## config.mk

```make
export PLATFORM = sky130hd
export DESIGN_NAME = uart_boot_loader
export DESIGN_NICKNAME = d
export VERILOG_FILES = /design/src/rtl/mips_boot_pkg.sv /design/src/rtl/boot_timeout.sv /design/src/rtl/uart_boot_loader.sv
export SDC_FILE = /design/constraint.sdc
export NUM_CORES = 1
export LEC_CHECK = 0
export CAP_MARGIN = 20
export CELL_PAD_IN_SITES_DETAIL_PLACEMENT = 1
export CELL_PAD_IN_SITES_GLOBAL_PLACEMENT = 2
export CORE_UTILIZATION = 39
export CTS_BUF_LIST = sky130_fd_sc_hd__clkbuf_8
export CTS_CLUSTER_DIAMETER = 80
export DETAILED_ROUTE_END_ITERATION = 10
export PLACE_DENSITY_LB_ADDON = 0.1
export SYNTH_ARGS = -nofsm -noshare
export SYNTH_HDL_FRONTEND = slang
export SYNTH_SLANG_ARGS = --single-unit
```

## constraint.sdc

```tcl
create_clock -name clk -period 3.9 [get_ports clk]
set_clock_uncertainty 0.05 [all_clocks]
set_input_delay 0.39 -clock clk [delete_from_list [all_inputs] [get_ports clk]]
set_output_delay 0.39 -clock clk [all_outputs]
set_load 0.01 [all_outputs]
```

## src/rtl/mips_boot_pkg.sv

```systemverilog
// Shared state encoding and framing constants for the UART boot loader.
package mips_boot_pkg;

  typedef enum logic [2:0] {
    ST_IDLE,
    ST_LEN_HI,
    ST_LEN_LO,
    ST_DATA,
    ST_CHECK,
    ST_DONE,
    ST_ERROR
  } boot_state_e;

  localparam int unsigned HDR_BYTES      = 2;
  localparam int unsigned BYTES_PER_WORD = 4;
  localparam int unsigned BYTE_IDX_W     = $clog2(BYTES_PER_WORD);
  localparam int unsigned LEN_W          = 8 * HDR_BYTES;
  localparam int unsigned SHIFT_W        = 8 * (BYTES_PER_WORD - 1);

  // A word count is loadable when it is non-zero and fits the memory.
  function automatic logic len_in_range(input logic [LEN_W-1:0] n,
                                        input int unsigned addr_width);
    return (n != '0) && (32'(n) <= (32'd1 << addr_width));
  endfunction

endpackage

```

## src/rtl/boot_timeout.sv

```systemverilog
// Inter-byte watchdog: counts while run is high, expired flags the last allowed cycle.
module boot_timeout #(
  parameter int unsigned TIMEOUT_CYCLES = 32'd50000000
) (
  input  logic clk,
  input  logic reset,
  input  logic clear,
  input  logic run,
  output logic expired
);

  logic [31:0] count_q;

  always_ff @(posedge clk) begin
    if (!reset) begin
      count_q <= '0;
    end else if (clear) begin
      count_q <= '0;
    end else if (run && !expired) begin
      count_q <= count_q + 32'd1;
    end
  end

  assign expired = run && (count_q == 32'(TIMEOUT_CYCLES - 1));

endmodule

```

## src/rtl/uart_boot_loader.sv

```systemverilog
// Loads a length-prefixed UART byte stream into instruction memory while holding the CPU in reset.
// Define UART_BOOT_CHECKSUM_EN to require a trailing XOR checksum byte after the payload.
module uart_boot_loader
  import mips_boot_pkg::*;
#(
  parameter int unsigned DATA_WIDTH     = 32,
  parameter int unsigned ADDR_WIDTH     = 8,
  parameter int unsigned TIMEOUT_CYCLES = 32'd50000000
) (
  input  logic                  clk,
  input  logic                  reset,
  input  logic                  start,
  input  logic                  rx_flag,
  input  logic [7:0]            rx_data,
  output logic                  mem_we,
  output logic [ADDR_WIDTH-1:0] mem_addr,
  output logic [DATA_WIDTH-1:0] mem_wdata,
  output logic                  cpu_reset_n,
  output logic                  busy,
  output logic                  done,
  output logic                  error
);

  localparam int unsigned CNT_W = ADDR_WIDTH + 1;

  boot_state_e           state_q, state_d;
  logic [LEN_W-1:0]      len_q, len_d;
  logic [BYTE_IDX_W-1:0] byte_idx_q, byte_idx_d;
  logic [CNT_W-1:0]      word_cnt_q, word_cnt_d;
  logic [SHIFT_W-1:0]    shift_q, shift_d;
  logic                  mem_we_d;
  logic [ADDR_WIDTH-1:0] mem_addr_d;
  logic [DATA_WIDTH-1:0] mem_wdata_d;
  logic                  cpu_reset_n_d, busy_d, done_d, error_d;
  logic                  to_clear_c, to_expired_c;
`ifdef UART_BOOT_CHECKSUM_EN
  logic [7:0]            csum_q, csum_d;
`endif

  boot_timeout #(
    .TIMEOUT_CYCLES (TIMEOUT_CYCLES)
  ) u_timeout (
    .clk     (clk),
    .reset   (reset),
    .clear   (to_clear_c),
    .run     (busy),
    .expired (to_expired_c)
  );

  // Next-state and next-output logic; a watchdog expiry always beats a byte on the same edge.
  always_comb begin
    state_d       = state_q;
    len_d         = len_q;
    byte_idx_d    = byte_idx_q;
    word_cnt_d    = word_cnt_q;
    shift_d       = shift_q;
    mem_we_d      = 1'b0;
    mem_addr_d    = mem_addr;
    mem_wdata_d   = mem_wdata;
    cpu_reset_n_d = cpu_reset_n;
    done_d        = done;
    error_d       = error;
    to_clear_c    = 1'b0;
`ifdef UART_BOOT_CHECKSUM_EN
    csum_d        = csum_q;
`endif

    case (state_q)
      ST_IDLE, ST_DONE, ST_ERROR: begin
        if (start) begin
          state_d       = ST_LEN_HI;
          to_clear_c    = 1'b1;
          done_d        = 1'b0;
          error_d       = 1'b0;
          cpu_reset_n_d = 1'b0;
        end
      end
      ST_LEN_HI: begin
        if (to_expired_c) begin
          state_d = ST_ERROR;
        end else if (rx_flag) begin
          len_d      = {rx_data, 8'h00};
          to_clear_c = 1'b1;
          state_d    = ST_LEN_LO;
        end
      end
      ST_LEN_LO: begin
        if (to_expired_c) begin
          state_d = ST_ERROR;
        end else if (rx_flag) begin
          len_d      = {len_q[LEN_W-1:8], rx_data};
          to_clear_c = 1'b1;
          if (len_in_range(len_d, ADDR_WIDTH)) begin
            state_d    = ST_DATA;
            byte_idx_d = '0;
            word_cnt_d = '0;
            mem_addr_d = '0;
`ifdef UART_BOOT_CHECKSUM_EN
            csum_d     = '0;
`endif
          end else begin
            state_d = ST_ERROR;
          end
        end
      end
      ST_DATA: begin
        if (to_expired_c) begin
          state_d = ST_ERROR;
        end else if (rx_flag) begin
          to_clear_c = 1'b1;
`ifdef UART_BOOT_CHECKSUM_EN
          csum_d     = csum_q ^ rx_data;
`endif
          if (byte_idx_q == BYTE_IDX_W'(BYTES_PER_WORD - 1)) begin
            mem_we_d    = 1'b1;
            mem_wdata_d = DATA_WIDTH'({rx_data, shift_q});
            mem_addr_d  = word_cnt_q[ADDR_WIDTH-1:0];
            word_cnt_d  = word_cnt_q + CNT_W'(1);
            byte_idx_d  = '0;
            if (32'(word_cnt_q) + 32'd1 == 32'(len_q)) begin
`ifdef UART_BOOT_CHECKSUM_EN
              state_d = ST_CHECK;
`else
              state_d = ST_DONE;
`endif
            end
          end else begin
            shift_d    = {rx_data, shift_q[SHIFT_W-1:8]};
            byte_idx_d = byte_idx_q + BYTE_IDX_W'(1);
          end
        end
      end
`ifdef UART_BOOT_CHECKSUM_EN
      ST_CHECK: begin
        if (to_expired_c) begin
          state_d = ST_ERROR;
        end else if (rx_flag) begin
          to_clear_c = 1'b1;
          state_d    = (rx_data == csum_q) ? ST_DONE : ST_ERROR;
        end
      end
`endif
      default: state_d = ST_IDLE;
    endcase

    if (state_d == ST_DONE) begin
      done_d        = 1'b1;
      cpu_reset_n_d = 1'b1;
    end
    if (state_d == ST_ERROR) begin
      error_d       = 1'b1;
      cpu_reset_n_d = 1'b0;
    end
    busy_d = (state_d == ST_LEN_HI) || (state_d == ST_LEN_LO) ||
             (state_d == ST_DATA)   || (state_d == ST_CHECK);
  end

  always_ff @(posedge clk) begin
    if (!reset) begin
      state_q     <= ST_IDLE;
      len_q       <= '0;
      byte_idx_q  <= '0;
      word_cnt_q  <= '0;
      shift_q     <= '0;
      mem_we      <= 1'b0;
      mem_addr    <= '0;
      mem_wdata   <= '0;
      cpu_reset_n <= 1'b0;
      busy        <= 1'b0;
      done        <= 1'b0;
      error       <= 1'b0;
    end else begin
      state_q     <= state_d;
      len_q       <= len_d;
      byte_idx_q  <= byte_idx_d;
      word_cnt_q  <= word_cnt_d;
      shift_q     <= shift_d;
      mem_we      <= mem_we_d;
      mem_addr    <= mem_addr_d;
      mem_wdata   <= mem_wdata_d;
      cpu_reset_n <= cpu_reset_n_d;
      busy        <= busy_d;
      done        <= done_d;
      error       <= error_d;
    end
  end

`ifdef UART_BOOT_CHECKSUM_EN
  always_ff @(posedge clk) begin
    if (!reset) begin
      csum_q <= '0;
    end else begin
      csum_q <= csum_d;
    end
  end
`endif

endmodule

```

==> results.py <==
metrics = {
    "placed_design": {
        "gp_congestion": 0.839,
        "dp_cells": 902,
        "io_buffer_count": 56,
        "dp_slack_ns": 0.802,
        "dp_hpwl_mm": 10.4,
    },
    "critical_path": {
        "worstPathRequired_ns": 4.17,
        "timing.rr.end": "word_cnt_q[2]$_SDFFE_PN0P_",
        "max_stage_delay_ns": 0.55,
        "rrSetupSlack_ns": 0.86,
        "path_cells": "ha_1 -> nand4_1 -> or2_1 -> nor4b_4 -> nand2b_1 -> or3_4 -> nor3b_1 -> a21oi_1 -> nor2b_1",
        "cp_top_family": "simple AND/OR/NAND/NOR gates",
        "r2r_cells": 9,
        "timing.rr.start": "u_timeout.count_q[0]$_SDFFE_PP0P_",
        "crit_path_start_kind": "flip-flop",
        "path_class": "reg -> reg",
        "crit_fanout": 39,
        "arrival_ns": 3.31,
        "critPathBufInv": 0,
        "worst_path_max_delay_cell": "or3_4",
        "critPathCaptureType": "flip-flop",
    },
    "timing": {
        "fin_setup_tns_ns": 0,
        "hold_violations": 0,
        "setup_viol": 0,
        "fmax_mhz": 329,
        "rsz0062_at_grt": "no",
        "final.min_clock_period_ns": 3.04,
        "tightest_slew_ns": 0.994,
        "drv_slew": 0,
        "maxSlewHeadroom_pct": 33.3,
        "layout_setup_ws_ns": 0.864,
        "fin_crit_sh_pct": 77.8,
    },
    "synth": {
        "synth_cell_types": 54,
        "netlist.area_leader.share_pct": 44.8,
        "yosys_warnings": 0,
        "syn_area_per_cell_um2": 8.44,
        "syn_area_um2": 5850,
        "yosysSeqAreaShare_pct": 44.8,
        "synthTopCellsByArea": "dfxtp_1, nand2_1, a21boi_1, xor2_1, nor2b_1",
        "synth_flop_cell": "dfxtp_1",
        "synth_most_common_cell": "nand2_1",
        "synth_common_cells": "nand2_1, dfxtp_1, a21boi_1, nor2_1, nor2b_1",
        "syn_nets": 708,
        "synth_edf_count": 0,
        "syn_inst": 693,
        "async_reset_ff_share_pct": 0,
        "ys_ff_latch": 131,
        "synth_top_area_cell": "dfxtp_1",
    },
    "floorplanning": {
        "core_um2": 14600,
        "initial_core_util_pct": 40.1,
        "die-width_um": 124,
        "die-area_um2": 15500,
        "io_pins": 57,
        "placement_rows": 44,
        "die_h_um": 124,
    },
    "worst_hold_path": {
        "worstHoldStart": "shift_q[6]$_SDFFE_PN0P_",
        "holdPathEnd": "shift_q[6]$_SDFFE_PN0P_",
        "hold_path_class": "reg -> reg",
        "hold_depth": 2,
    },
    "clock_tree": {
        "cts_buffers": 17,
        "cts.sinks": 131,
        "clkLatencyLatePin_ns": 0.43,
        "cts_root_buffer": "clkbuf_8",
        "cts_tree": "yes",
        "hold_buffers": 0,
        "clk_path_buf_depth": 2,
        "cts_resized": 0,
        "cts_max_level": 4,
        "post-cts-setup-buffer-count": 0,
        "path_clk_slew_ns": 0.08,
    },
    "route": {
        "drcViolationCount": 0,
        "wl_per_cell_um": 16.2,
        "antenna_left": 0,
        "first_iter_violations": 236,
        "via_per_inst": 5.25,
        "first_pass_iters": 4,
        "routed_wirelength_mm": 15.1,
        "vias": 4894,
    },
    "global_routing": {
        "antenna_found_initial": 0,
        "grt_max_degree": 48,
        "grt_pass1_vias": 4981,
        "grt_pass1_wl_mm": 25.4,
        "overflow": 0,
        "grt_usage_pct": 20.3,
    },
    "cells_and_area": {
        "utilization_pct": 47.6,
        "nets": 752,
        "antenna_cells": 0,
        "fill_cells": 1731,
        "area_growth_pct": 18.6,
        "fin_cells": 933,
        "drive_gt1_share_pct": 6.14,
    },
    "pwr": {
        "p_seq_share_pct": 49.1,
        "p_per_area_nw_per_um2": 399,
        "p_sw_share_pct": 22.6,
        "pwr-share-clk_pct": 45.9,
        "vdd_ir_drop_max_v": 0.000250,
        "p_sw_uw": 626,
        "power_leakage_uw": 0.00233,
        "comb_power_share_pct": 5.0,
        "p_int_uw": 2140,
    },
    "flow_run": {
        "max_cap_violations": 0,
    },
    "outcome": {
        "outcome": "completed",
    },
}
[power groups by stage]
stage	Sequential, uW	Combinational (uW)	Clock (uW)
after CTS	1360	141	1310
after detailed placement	1390	141	0
final	1360	140	1270
after global routing	1360	154	1370
after floorplan	1380	96.4	0
after global placement	1390	138	0
[layout by cell type (no fill, tap or decap), types with 3 or more instances in the layout]
cell type        count
buf_4                6
clkdlybuf4s50_1     55
nand3_1             27
a22oi_1              9
and3_1               7
nor3b_1             11
nand4_1             10
nor3_1              10
dfxtp_1            131
bufinv_16            4
or3_1                4
and2_1               9
nor2b_1             29
clkbuf_8            20
ha_1                 3
nor2_1              48
nor4_1               9
nand2_1            146
nand2b_1            14
xor2_1              25
a21boi_1            59
a21boi_0             6
xnor2_1             19
o21ai_0             13
a21oi_1             20
inv_1               13
[registers in the layout, indices dropped and copies added, names as in the netlist, 2 cells and up]
| register | flops |
|---|---|
| mem_wdata | 32 |
| u_timeout.count_q | 32 |
| shift_q | 24 |
| len_q | 16 |
| word_cnt_q | 9 |
| mem_addr | 8 |
| state_q | 3 |
| byte_idx_q | 2 |
[final cells by class]
cell class | count | area (um2) | share of cell area (%)
Clock buffer | 20 | 275 | 3.97
Clock inverter | 11 | 160 | 2.31
Inverter | 10 | 37.5 | 0.541
Multi-Input combinational cell | 515 | 3010 | 43.4
Sequential cell | 131 | 2620 | 37.8
Tap cell | 184 | 230 | 3.32
Timing Repair Buffer | 62 | 601 | 8.66
[routing by layer]
| layer | part of all wire, % | vias up | global-route usage (%) |
|---|---|---|---|
| met3 | 2.6 | 12 | 4.51 |
| met2 | 49 | 60 | 35.0 |
| li1 | - | 2429 | - |
| met4 | 0.93 | 0 | 5.03 |
| met5 | 0 | - | 0 |
| met1 | 47 | 2393 | 25.4 |
[metrics by stage]
stage / hold slack [ns] / power, uW / area (um2)
after floorplan: 0.381 / 1480 / 5850
after global placement: 0.394 / 1530 / 6500
after detailed placement: 0.399 / 1530 / 6500
after CTS: 0.397 / 2810 / 6940
after global routing: 0.421 / 2880 / 6940
final: 0.405 / 2770 / 6940
[kinds of logic (layout without fill, tap and decap cells)]
group	Yosys count	in the layout	share of synthesized area (%)
and+or+nand+nor	341	341	28.6
DFF	131	131	44.8
AOI/OAI and AO/OA	125	125	14.9
buffers and inverters	47	103	4.00
xor gates and xnor gates	44	44	6.59
adders and majority gates	3	3	0.642
muxes	2	2	0.342
[worst min-delay path: stages (launching register included)]
cell and delay, ns:
dfxtp_1 0.31, nand2_1 0.05, a21boi_1 0.05
[worst max path at each step]
stage / startpoint / endpoint / slack, ns / cells past startpoint
after floorplan: word_cnt_q[0]$_SDFFE_PN0P_ / cpu_reset_n$_SDFFE_PP0P_ / 1.50 / 9
after detailed placement: rx_data[4] / word_cnt_q[2]$_SDFFE_PN0P_ / 0.80 / 10
final: u_timeout.count_q[0]$_SDFFE_PP0P_ / word_cnt_q[2]$_SDFFE_PN0P_ / 0.86 / 9
after global routing: u_timeout.count_q[0]$_SDFFE_PP0P_ / len_q[9]$_SDFFE_PN0P_ / 0.58 / 9
after CTS: u_timeout.count_q[0]$_SDFFE_PP0P_ / word_cnt_q[2]$_SDFFE_PN0P_ / 0.82 / 9
after global placement: rx_data[4] / word_cnt_q[2]$_SDFFE_PN0P_ / 0.88 / 10
Note: power is estimated with default switching activity, not from simulation.
